==> src/rtl/addsub_pkg.sv <==
// Shared types and sizing helpers for the digit-serial add/sub unit.
package addsub_pkg;

  typedef enum logic [1:0] {
    IDLE = 2'd0,
    CALC = 2'd1,
    DONE = 2'd2
  } state_t;

  localparam logic OP_ADD = 1'b0;
  localparam logic OP_SUB = 1'b1;

  function automatic int num_digits(input int width, input int digit);
    return width / digit;
  endfunction

  // A single-digit configuration still needs a 1-bit counter.
  function automatic int cnt_width(input int n);
    return (n > 1) ? $clog2(n) : 1;
  endfunction

endpackage

==> src/rtl/addsub_digit.sv <==
// Combinational DIGIT-bit ripple slice; also exposes the carry into its MSB
// so the top can derive signed overflow on the final digit.
module addsub_digit #(
  parameter int DIGIT = 4
) (
  input  logic [DIGIT-1:0] a,
  input  logic [DIGIT-1:0] b,
  input  logic             cin,
  output logic [DIGIT-1:0] sum,
  output logic             cout,
  output logic             c_msb_in
);

  assign {cout, sum} = {1'b0, a} + {1'b0, b} + {{DIGIT{1'b0}}, cin};
  // Sum bit = a ^ b ^ cin at each position, so the MSB's carry-in falls out directly.
  assign c_msb_in = sum[DIGIT-1] ^ a[DIGIT-1] ^ b[DIGIT-1];

endmodule

==> src/rtl/addsub_serial_unit.sv <==
// Digit-serial two's-complement add/sub, DIGIT bits per cycle, LSB digit first.
// Latency WIDTH/DIGIT+1 cycles accept-to-valid; holds result until out_ready, one op in flight.
// ADDSUB_SAT_EN: clamp result to the signed range on overflow (flags stay raw).
module addsub_serial_unit
  import addsub_pkg::*;
#(
  parameter int WIDTH = 16,
  parameter int DIGIT = 4
) (
  input  logic             clk,
  input  logic             rst,
  input  logic             in_valid,
  output logic             in_ready,
  input  logic             op,
  input  logic [WIDTH-1:0] a,
  input  logic [WIDTH-1:0] b,
  output logic             out_valid,
  input  logic             out_ready,
  output logic [WIDTH-1:0] result,
  output logic             carry,
  output logic             overflow,
  output logic             zero,
  output logic             negative
);

  localparam int N  = num_digits(WIDTH, DIGIT);
  localparam int CW = cnt_width(N);
  localparam logic [CW-1:0] LAST = CW'(N - 1);

  state_t           state_q, state_d;
  logic [WIDTH-1:0] a_q, b_q, acc_q;
  logic             cy_q;
  logic [CW-1:0]    cnt_q;

  logic [DIGIT-1:0] sum_d;
  logic             cout_d, c_msb_d, ovf_raw, last;
  logic [WIDTH-1:0] acc_next, res_fin;

  addsub_digit #(.DIGIT(DIGIT)) u_digit (
    .a        (a_q[DIGIT-1:0]),
    .b        (b_q[DIGIT-1:0]),
    .cin      (cy_q),
    .sum      (sum_d),
    .cout     (cout_d),
    .c_msb_in (c_msb_d)
  );

  // New digit enters at the top; after N shifts the LSB digit sits at bit 0.
  assign acc_next = (acc_q >> DIGIT) | (WIDTH'(sum_d) << (WIDTH - DIGIT));
  assign ovf_raw  = cout_d ^ c_msb_d;
  assign last     = (cnt_q == LAST);

`ifdef ADDSUB_SAT_EN
  localparam logic [WIDTH-1:0] SMAX = {1'b0, {(WIDTH-1){1'b1}}};
  localparam logic [WIDTH-1:0] SMIN = ~SMAX;

  // A wrapped-negative MSB on overflow means the true result was positive.
  always_comb begin
    res_fin = acc_next;
    if (ovf_raw) res_fin = acc_next[WIDTH-1] ? SMAX : SMIN;
  end
`else
  assign res_fin = acc_next;
`endif

  always_comb begin
    state_d   = state_q;
    in_ready  = 1'b0;
    out_valid = 1'b0;
    case (state_q)
      IDLE: begin
        in_ready = 1'b1;
        if (in_valid) state_d = CALC;
      end
      CALC: if (last) state_d = DONE;
      DONE: begin
        out_valid = 1'b1;
        if (out_ready) state_d = IDLE;
      end
      default: state_d = IDLE;
    endcase
  end

  always_ff @(posedge clk) begin
    if (rst) state_q <= IDLE;
    else     state_q <= state_d;
  end

  always_ff @(posedge clk) begin
    if (rst) begin
      a_q      <= '0;
      b_q      <= '0;
      acc_q    <= '0;
      cy_q     <= 1'b0;
      cnt_q    <= '0;
      result   <= '0;
      carry    <= 1'b0;
      overflow <= 1'b0;
      zero     <= 1'b0;
      negative <= 1'b0;
    end else begin
      case (state_q)
        IDLE: if (in_valid) begin
          a_q   <= a;
          b_q   <= b ^ {WIDTH{op}};
          cy_q  <= op;
          cnt_q <= '0;
        end
        CALC: begin
          a_q   <= a_q >> DIGIT;
          b_q   <= b_q >> DIGIT;
          acc_q <= acc_next;
          cy_q  <= cout_d;
          cnt_q <= cnt_q + CW'(1);
          if (last) begin
            result   <= res_fin;
            carry    <= cout_d;
            overflow <= ovf_raw;
            zero     <= (res_fin == '0);
            negative <= res_fin[WIDTH-1];
          end
        end
        default: ;
      endcase
    end
  end

endmodule

==> config.mk <==
export PLATFORM = sky130hd
export DESIGN_NAME = addsub_serial_unit
export DESIGN_NICKNAME = d
export VERILOG_FILES = /design/src/rtl/addsub_pkg.sv /design/src/rtl/addsub_digit.sv /design/src/rtl/addsub_serial_unit.sv
export SDC_FILE = /design/constraint.sdc
export NUM_CORES = 1
export LEC_CHECK = 0
export CAP_MARGIN = 5
export CORE_ASPECT_RATIO = 1.25
export CORE_MARGIN = 8
export CORE_UTILIZATION = 45
export DETAILED_ROUTE_END_ITERATION = 10
export PLACE_DENSITY_LB_ADDON = 0.12
export SLEW_MARGIN = 5
export SYNTH_ARGS = -nofsm -noshare
export SYNTH_HDL_FRONTEND = slang
export SYNTH_HIERARCHICAL = 1
export SYNTH_SLANG_ARGS = --single-unit
export TNS_END_PERCENT = 5
==> constraint.sdc <==
create_clock -name clk -period 2.84 [get_ports clk]
set_input_delay 0.71 -clock clk [delete_from_list [all_inputs] [get_ports clk]]
set_output_delay 0.71 -clock clk [all_outputs]
set_load 0.01 [all_outputs]
==> results by group, run 1 <==
CTS
  – H-Tree Depth: 3
  – Setup Buffers After CTS: 0
  – Post-CTS Resized: 0
  – Num Clock Sinks: 68
  – Post-CTS Hold Fix Bufs: 0
  – Clk_lat worst skew: ~330 ps
  – CTS clk-pin slew, worst paths: 70 ps
  – CTS tree: built
  – Root buf cell: clkbuf_8
  – CTS Buf Count: 9
  – Deepest clock path buffer count: 2

Drt
  – DRT Pass-1 Iters: 6
  – Vias/cell: ~5.1
  – DR vias: between 2000 and 3000
  – DRC errors left: 0
  – Routed WL: slightly below 7000 um
  – WL/cell: about 14 um
  – Antenna Nets Post-Route: 0
  – DRT iter0 DRCs: a little over 70

Yosys
  – Cell Area, Synth: 3100 um^2
  – Syn Nets: 397
  – Average size of a mapped cell: between 8 and 9 um^2
  – Cells after Synth: between 300 and 400
  – Yosys warns: 6
  – Post-synth cell types: 40
  – Register area share after synthesis: a little over two fifths
  – Flops & latches, synth: a little under 70

Floorplanning
  – Initial Util: a little under half
  – DIE AREA: between 9000 and 10000 um^2
  – I/O Pins: around 60
  – Row cnt: 34
  – Die Height: 109 um
  – Chip Width: ~90 um
  – Core area: 6810 um^2

Layout
  – Final instance area: 3890 um^2
  – # nets final: between 400 and 500
  – Inserted Diodes: 0
  – Finished Layout Cells: around 500
  – Share of cells above drive strength 1: ~8.3%
  – Syn-to-layout area delta: 25.5%

Timing
  – RSZ-0062 raised after global routing: no
  – Post-layout minimum cycle time: ~2400 ps
  – Final period util: a little under nine tenths
  – Finish-stage setup viols: 0
  – Final Skew: just over 7 ps
  – Maximum clock rate: a little over 400 MHz
  – Final hold vios: 0
  – Slew Limit Fails: 0
  – Setup total negative slack: 0 ps
  – Worst-margin pin slew: 807 ps
  – WHS: about 450 ps
  – Slew headroom: around 46%

GRT
  – Overall routing resource usage: between 10 and 15%
  – Global route overflow: 0
  – Initial antenna violation count: 0
  – Largest net degree at the start of global routing: 47
  – First-pass GRT wire length: 11600 um
  – Vias in the first global route: approximately 2500

Critical path
  – CP Capture Type: output pin
  – Max incr delay on CP: between 500 and 600 ps
  – CP Cell Sequence: nor2b_1 > clkdlybuf4s50_1
  – Arr. time, crit path: 1700 ps
  – Critical path launch point type: flip-flop
  – WP buf/inv: 1
  – Top delay family on crit path: flip-flops
  – Worst Path Required: between 2000 and 2500 ps
  – CP max-delay cell: dfxtp_1
  – Largest fanout on the critical path: 13
  – Critical path type: flip-flop to output pin

Power
  – Pwr/cell area: 553 nW/um^2
  – Leakage Power: about 1.4 nW
  – Power, Total: 2.15 mW
  – Max VDD drop: about 0.28 mV

Placed design
  – Cell total after placement: roughly 480
  – Gpl congestion: 0.788
  – DP HPWL: 4890 um
  – Area of placed instances: approximately 3700 um^2
  – IO Port Bufs: 58

Job
  – Number of max-cap violations: 0

Min path
  – Hold Path Class: flip-flop to flip-flop

Status
  – Status: completed
==> synthesized netlist by cell type, drive strengths merged <==
master / count / area, um^2
a21oi: 44 / 231
nor2: 27 / 104
o2bb2ai: 12 / 105
a211oi: 2 / 15.0
buf: 22 / 145
nand3b: 2 / 18.8
nor2b: 3 / 18.8
nor3: 13 / 65.1
nand2: 58 / 218
or4: 1 / 7.51
o21ba: 1 / 10.0
ha: 4 / 50.1
and3b: 1 / 8.76
nor3b: 1 / 18.8
a22oi: 21 / 158
nand2b: 9 / 56.3
or2b: 7 / 52.6
o21bai: 1 / 7.51
a21o: 1 / 7.51
or2: 1 / 6.26
xor2: 16 / 140
mux2i: 1 / 10.0
clkbuf: 6 / 22.5
o21ai: 2 / 10.0
inv: 4 / 15.0
fa: 2 / 40.0
xnor2: 6 / 52.6
and2b: 1 / 7.51
dfxtp: 68 / 1360
nand4: 1 / 6.26
nor4: 3 / 18.8
or3b: 13 / 114
==> cell families after synthesis <==
logic type | Yosys count | synth area share, %
buffers and inverters | 32 | 5.89
XOR/XNOR | 22 | 6.21
flip-flops | 68 | 43.9
adder cells (fa/ha/maj) | 6 | 2.90
AND/OR/NAND/NOR | 141 | 23.2
AO/OA/AOI/OAI | 84 | 17.5
multiplexers | 1 | 0.323
==> routing by layer <==
| metal | up-vias | share of wire (%) | track usage [%] |
|---|---|---|---|
| li1 | 1312 | - | - |
| met1 | 1143 | 42 | 15.8 |
| met2 | 54 | 52 | 25.6 |
| met3 | 11 | 4.2 | 3.44 |
| met4 | 0 | 1.8 | 7.63 |
| met5 | - | 0 | 0 |
==> placed cells by master, fill, tap and decap left out, drive strengths merged, types with 3 or more instances in the layout <==
master	count
xnor2	6
clkdlybuf4s50	57
inv	5
ha	4
nand2	58
nor2	27
nor2b	3
dfxtp	68
a22oi	21
nor4	3
o2bb2ai	12
nor3	13
or3b	13
a21oi	44
clkbuf	11
buf	9
xor2	16
or2b	7
nand2b	9
==> area by class of cell <==
cell class	instances	area [um^2]
Multi-Input combinational cell	254	1560
Clock buffer	11	151
Tap cell	90	113
Fill cell	663	2910
Timing Repair Buffer	66	636
Sequential cell	68	1360
Inverter	4	15.0
Clock inverter	5	58.8
==> tightest hold or removal path, cell delays in order (launching register included) <==
cell,delay [ps]
dfxtp_1,310
nand2_1,50
a21oi_1,50
==> flip-flops by register name, summed over array words and instances (netlist names), 2 cells and up <==
name,cells
b_q,16
a_q,16
cnt_q,2
result,15
state_q,2
acc_q,12
==> worst paths after layout <==
kind | to | depth (start not counted) | slack (ps) | from
max | out_valid | 2 | 430 | state_q[1]
min | result[9] | 2 | 450 | result[9]
max reg2reg | zero | 4 | 690 | state_q[0]
min reg2reg | result[9] | 2 | 450 | result[9]
==> where the power goes <==
group	switching, mW	internal [mW]
registers	0.0368	0.999
logic	0.148	0.152
clock network	0.361	0.455
total	0.545	1.61
==> metrics by stage <==
step / util (%) / worst slack (ps)
2_1_floorplan: - / 1050
5_1_grt: 57.2 / 335
3_3_place_gp: 54.1 / 427
3_5_place_dp: 54.1 / 362
6_report: 57.2 / 425
4_1_cts: 57.2 / 408
No activity file was read; power rests on OpenSTA's default activity.
==> inputs of run 2 (changes only) <==
PLACE_DENSITY = 0.71   (was default)
PLACE_DENSITY_LB_ADDON = default   (was 0.12)
==> run 2 against run 1 <==
  * Sequential power barely moved
  * Non-clock buffer count is 1 lower
  * Clock power grew 12%
  * Critical endpoint unchanged
  * Register-to-register slack better by 160 ps
  * Largest cell class unchanged
  * Sequential cell count stayed put
  * Combinational power about the same
  * Utilization grew 0.24 points
  * Routed wire length decreased by 0.41%
==> results by group, run 2 (synthesized netlist as in run 1, its figures left out) <==
Power
  – Max VDD drop: approximately 0.37 mV
  – Pwr/cell area: about 570 nW/um^2
  – Switch share: between 20 and 25%
  – Seq pwr share: roughly 46%
  – Internal power: between 1.5 and 2 mW
  – Leakage Power: between 1 and 1.5 nW
  – Net Switching: roughly 550 uW
  – Comb power frac: between 10% and 20%
  – Clock Power Share: around 41%

Drt
  – DRT iter0 DRCs: 67
  – DRT Pass-1 Iters: 4
  – DRC errors left: 0
  – DR vias: approximately 2500
  – Routed WL: 6810 um
  – WL/cell: around 14 um
  – Antenna Nets Post-Route: 0
  – Vias/cell: just over 5

Placed design
  – Pre-CTS setup slack: 350 ps
  – Gpl congestion: 0.825
  – DP HPWL: about 4800 um
  – IO Port Bufs: 58

Layout
  – Most frequent cells in the layout: dfxtp_1 (68), nand2_1 (58), clkdlybuf4s50_1 (57), a21oi_1 (43), nor2_1 (26)
  – Syn-to-layout area delta: 26.0%
  – Inserted Diodes: 0
  – # nets final: ~450
  – Share of cells above drive strength 1: under 10%
  – Most common cell after layout, fill and taps aside: dfxtp_1
  – Largest regs: a_q: 16 flops, b_q: 16 flops, result: 15 flops

GRT
  – Largest net degree at the start of global routing: 48
  – Initial antenna violation count: 0
  – Global route overflow: 0
  – First-pass GRT wire length: ~12000 um
  – Vias in the first global route: between 2000 and 3000
  – Overall routing resource usage: around 15%

Floorplanning
  – Row cnt: 34
  – Core area: 6810 um^2
  – DIE AREA: 9820 um^2
  – I/O Pins: just under 60
  – Die Height: around 110 um
  – Initial Util: 45.6%
  – Chip Width: roughly 90 um

Timing
  – Final hold vios: 0
  – Final period util: between 70% and 80%
  – Slew headroom: 50.4%
  – Worst-margin pin slew: around 740 ps
  – RSZ-0062 raised after global routing: no
  – Finish-stage setup viols: 0
  – Slew Limit Fails: 0
  – Worst Setup Slack, final: roughly 650 ps
  – Maximum clock rate: approximately 460 MHz
  – Final Skew: ~7.3 ps
  – Post-layout minimum cycle time: roughly 2200 ps
  – Setup total negative slack: 0 ps

CTS
  – Root buf cell: clkbuf_8
  – Setup Buffers After CTS: 0
  – Deepest clock path buffer count: 2
  – CTS tree: built
  – CTS Buf Count: 9
  – Clk_lat worst skew: 340 ps
  – Post-CTS Resized: 0
  – Num Clock Sinks: 68
  – CTS clk-pin slew, worst paths: 70 ps
  – Post-CTS Hold Fix Bufs: 0
  – H-Tree Depth: 3

Min path
  – Hold Path Class: flip-flop to flip-flop

Critical path
  – Arr. time, crit path: roughly 1500 ps
  – Largest fanout on the critical path: 3
  – Worst Path Required: about 2100 ps
  – Top delay family on crit path: buffers and inverters
  – Critical path type: flip-flop to output pin
  – CP Cell Sequence: nor2b_1 > clkdlybuf4s50_1
  – CP max-delay cell: clkdlybuf4s50_1
  – WP buf/inv: 1
  – Critical path launch point type: flip-flop
  – Max incr delay on CP: 580 ps
  – CP Capture Type: output pin

Job
  – Number of max-cap violations: 0

Status
  – Status: completed
==> run 2: cell count changes in the layout (fill, tap and decap cells not counted) <==
cell        delta
clkinvlp_4     -2
buf_4          -1
bufinv_16      +1
clkinv_4       +1
==> run 2: power by group through the flow <==
stage          Clock, mW  Combinational (mW)  Sequential, mW
2_1_floorplan          0               0.214            1.04
3_5_place_dp           0               0.300            1.05
5_1_grt            0.969               0.335            1.04
3_3_place_gp           0               0.295            1.05
4_1_cts            0.929               0.302            1.03
6_report           0.916               0.299            1.03
==> run 2: final timing paths <==
| kind | end | startpoint | cells past startpoint | slack [ps] |
|---|---|---|---|---|
| max | out_valid | state_q[1] | 2 | 650 |
| min reg2reg | result[1] | result[1] | 2 | 450 |
| max reg2reg | zero | a_q[0] | 6 | 850 |
| min | result[1] | result[1] | 2 | 450 |
==> run 2: final cells by class <==
cell class | instances | area [um^2]
Clock inverter | 5 | 82.6
Timing Repair Buffer | 65 | 628
Fill cell | 658 | 2900
Tap cell | 90 | 113
Inverter | 4 | 15.0
Multi-Input combinational cell | 254 | 1560
Sequential cell | 68 | 1360
Clock buffer | 11 | 151
==> run 2: per-layer routing <==
metal  vias up  share of wire (%)  GRT usage [%]
met5         -                  0              0
met4         0                1.5           5.72
met3         7                4.6           4.41
met2        48                 51           26.4
met1      1142                 43           15.8
li1       1307                  -              -
==> run 2: worst reg2reg max path: cells and delay by family, from the launching register on <==
family	cells	cell delay (ps)
AO/OA/AOI/OAI	1	140
XOR/XNOR	1	180
adder cells (fa/ha/maj)	2	630
buffers and inverters	1	60
flip-flops	1	400
AND/OR/NAND/NOR	1	540
==> run 2: through the flow <==
step	instance area (um^2)	hold slack, ps	util [%]	std cells	power, mW
final	3910	454	57.4	497	2.25
after global routing	3910	475	57.4	497	2.34
after CTS	3910	458	57.4	497	2.26
after detailed placement	3670	447	54.0	481	1.35
after global placement	3670	442	54.0	481	1.35
after floorplan	3100	433	-	354	1.26
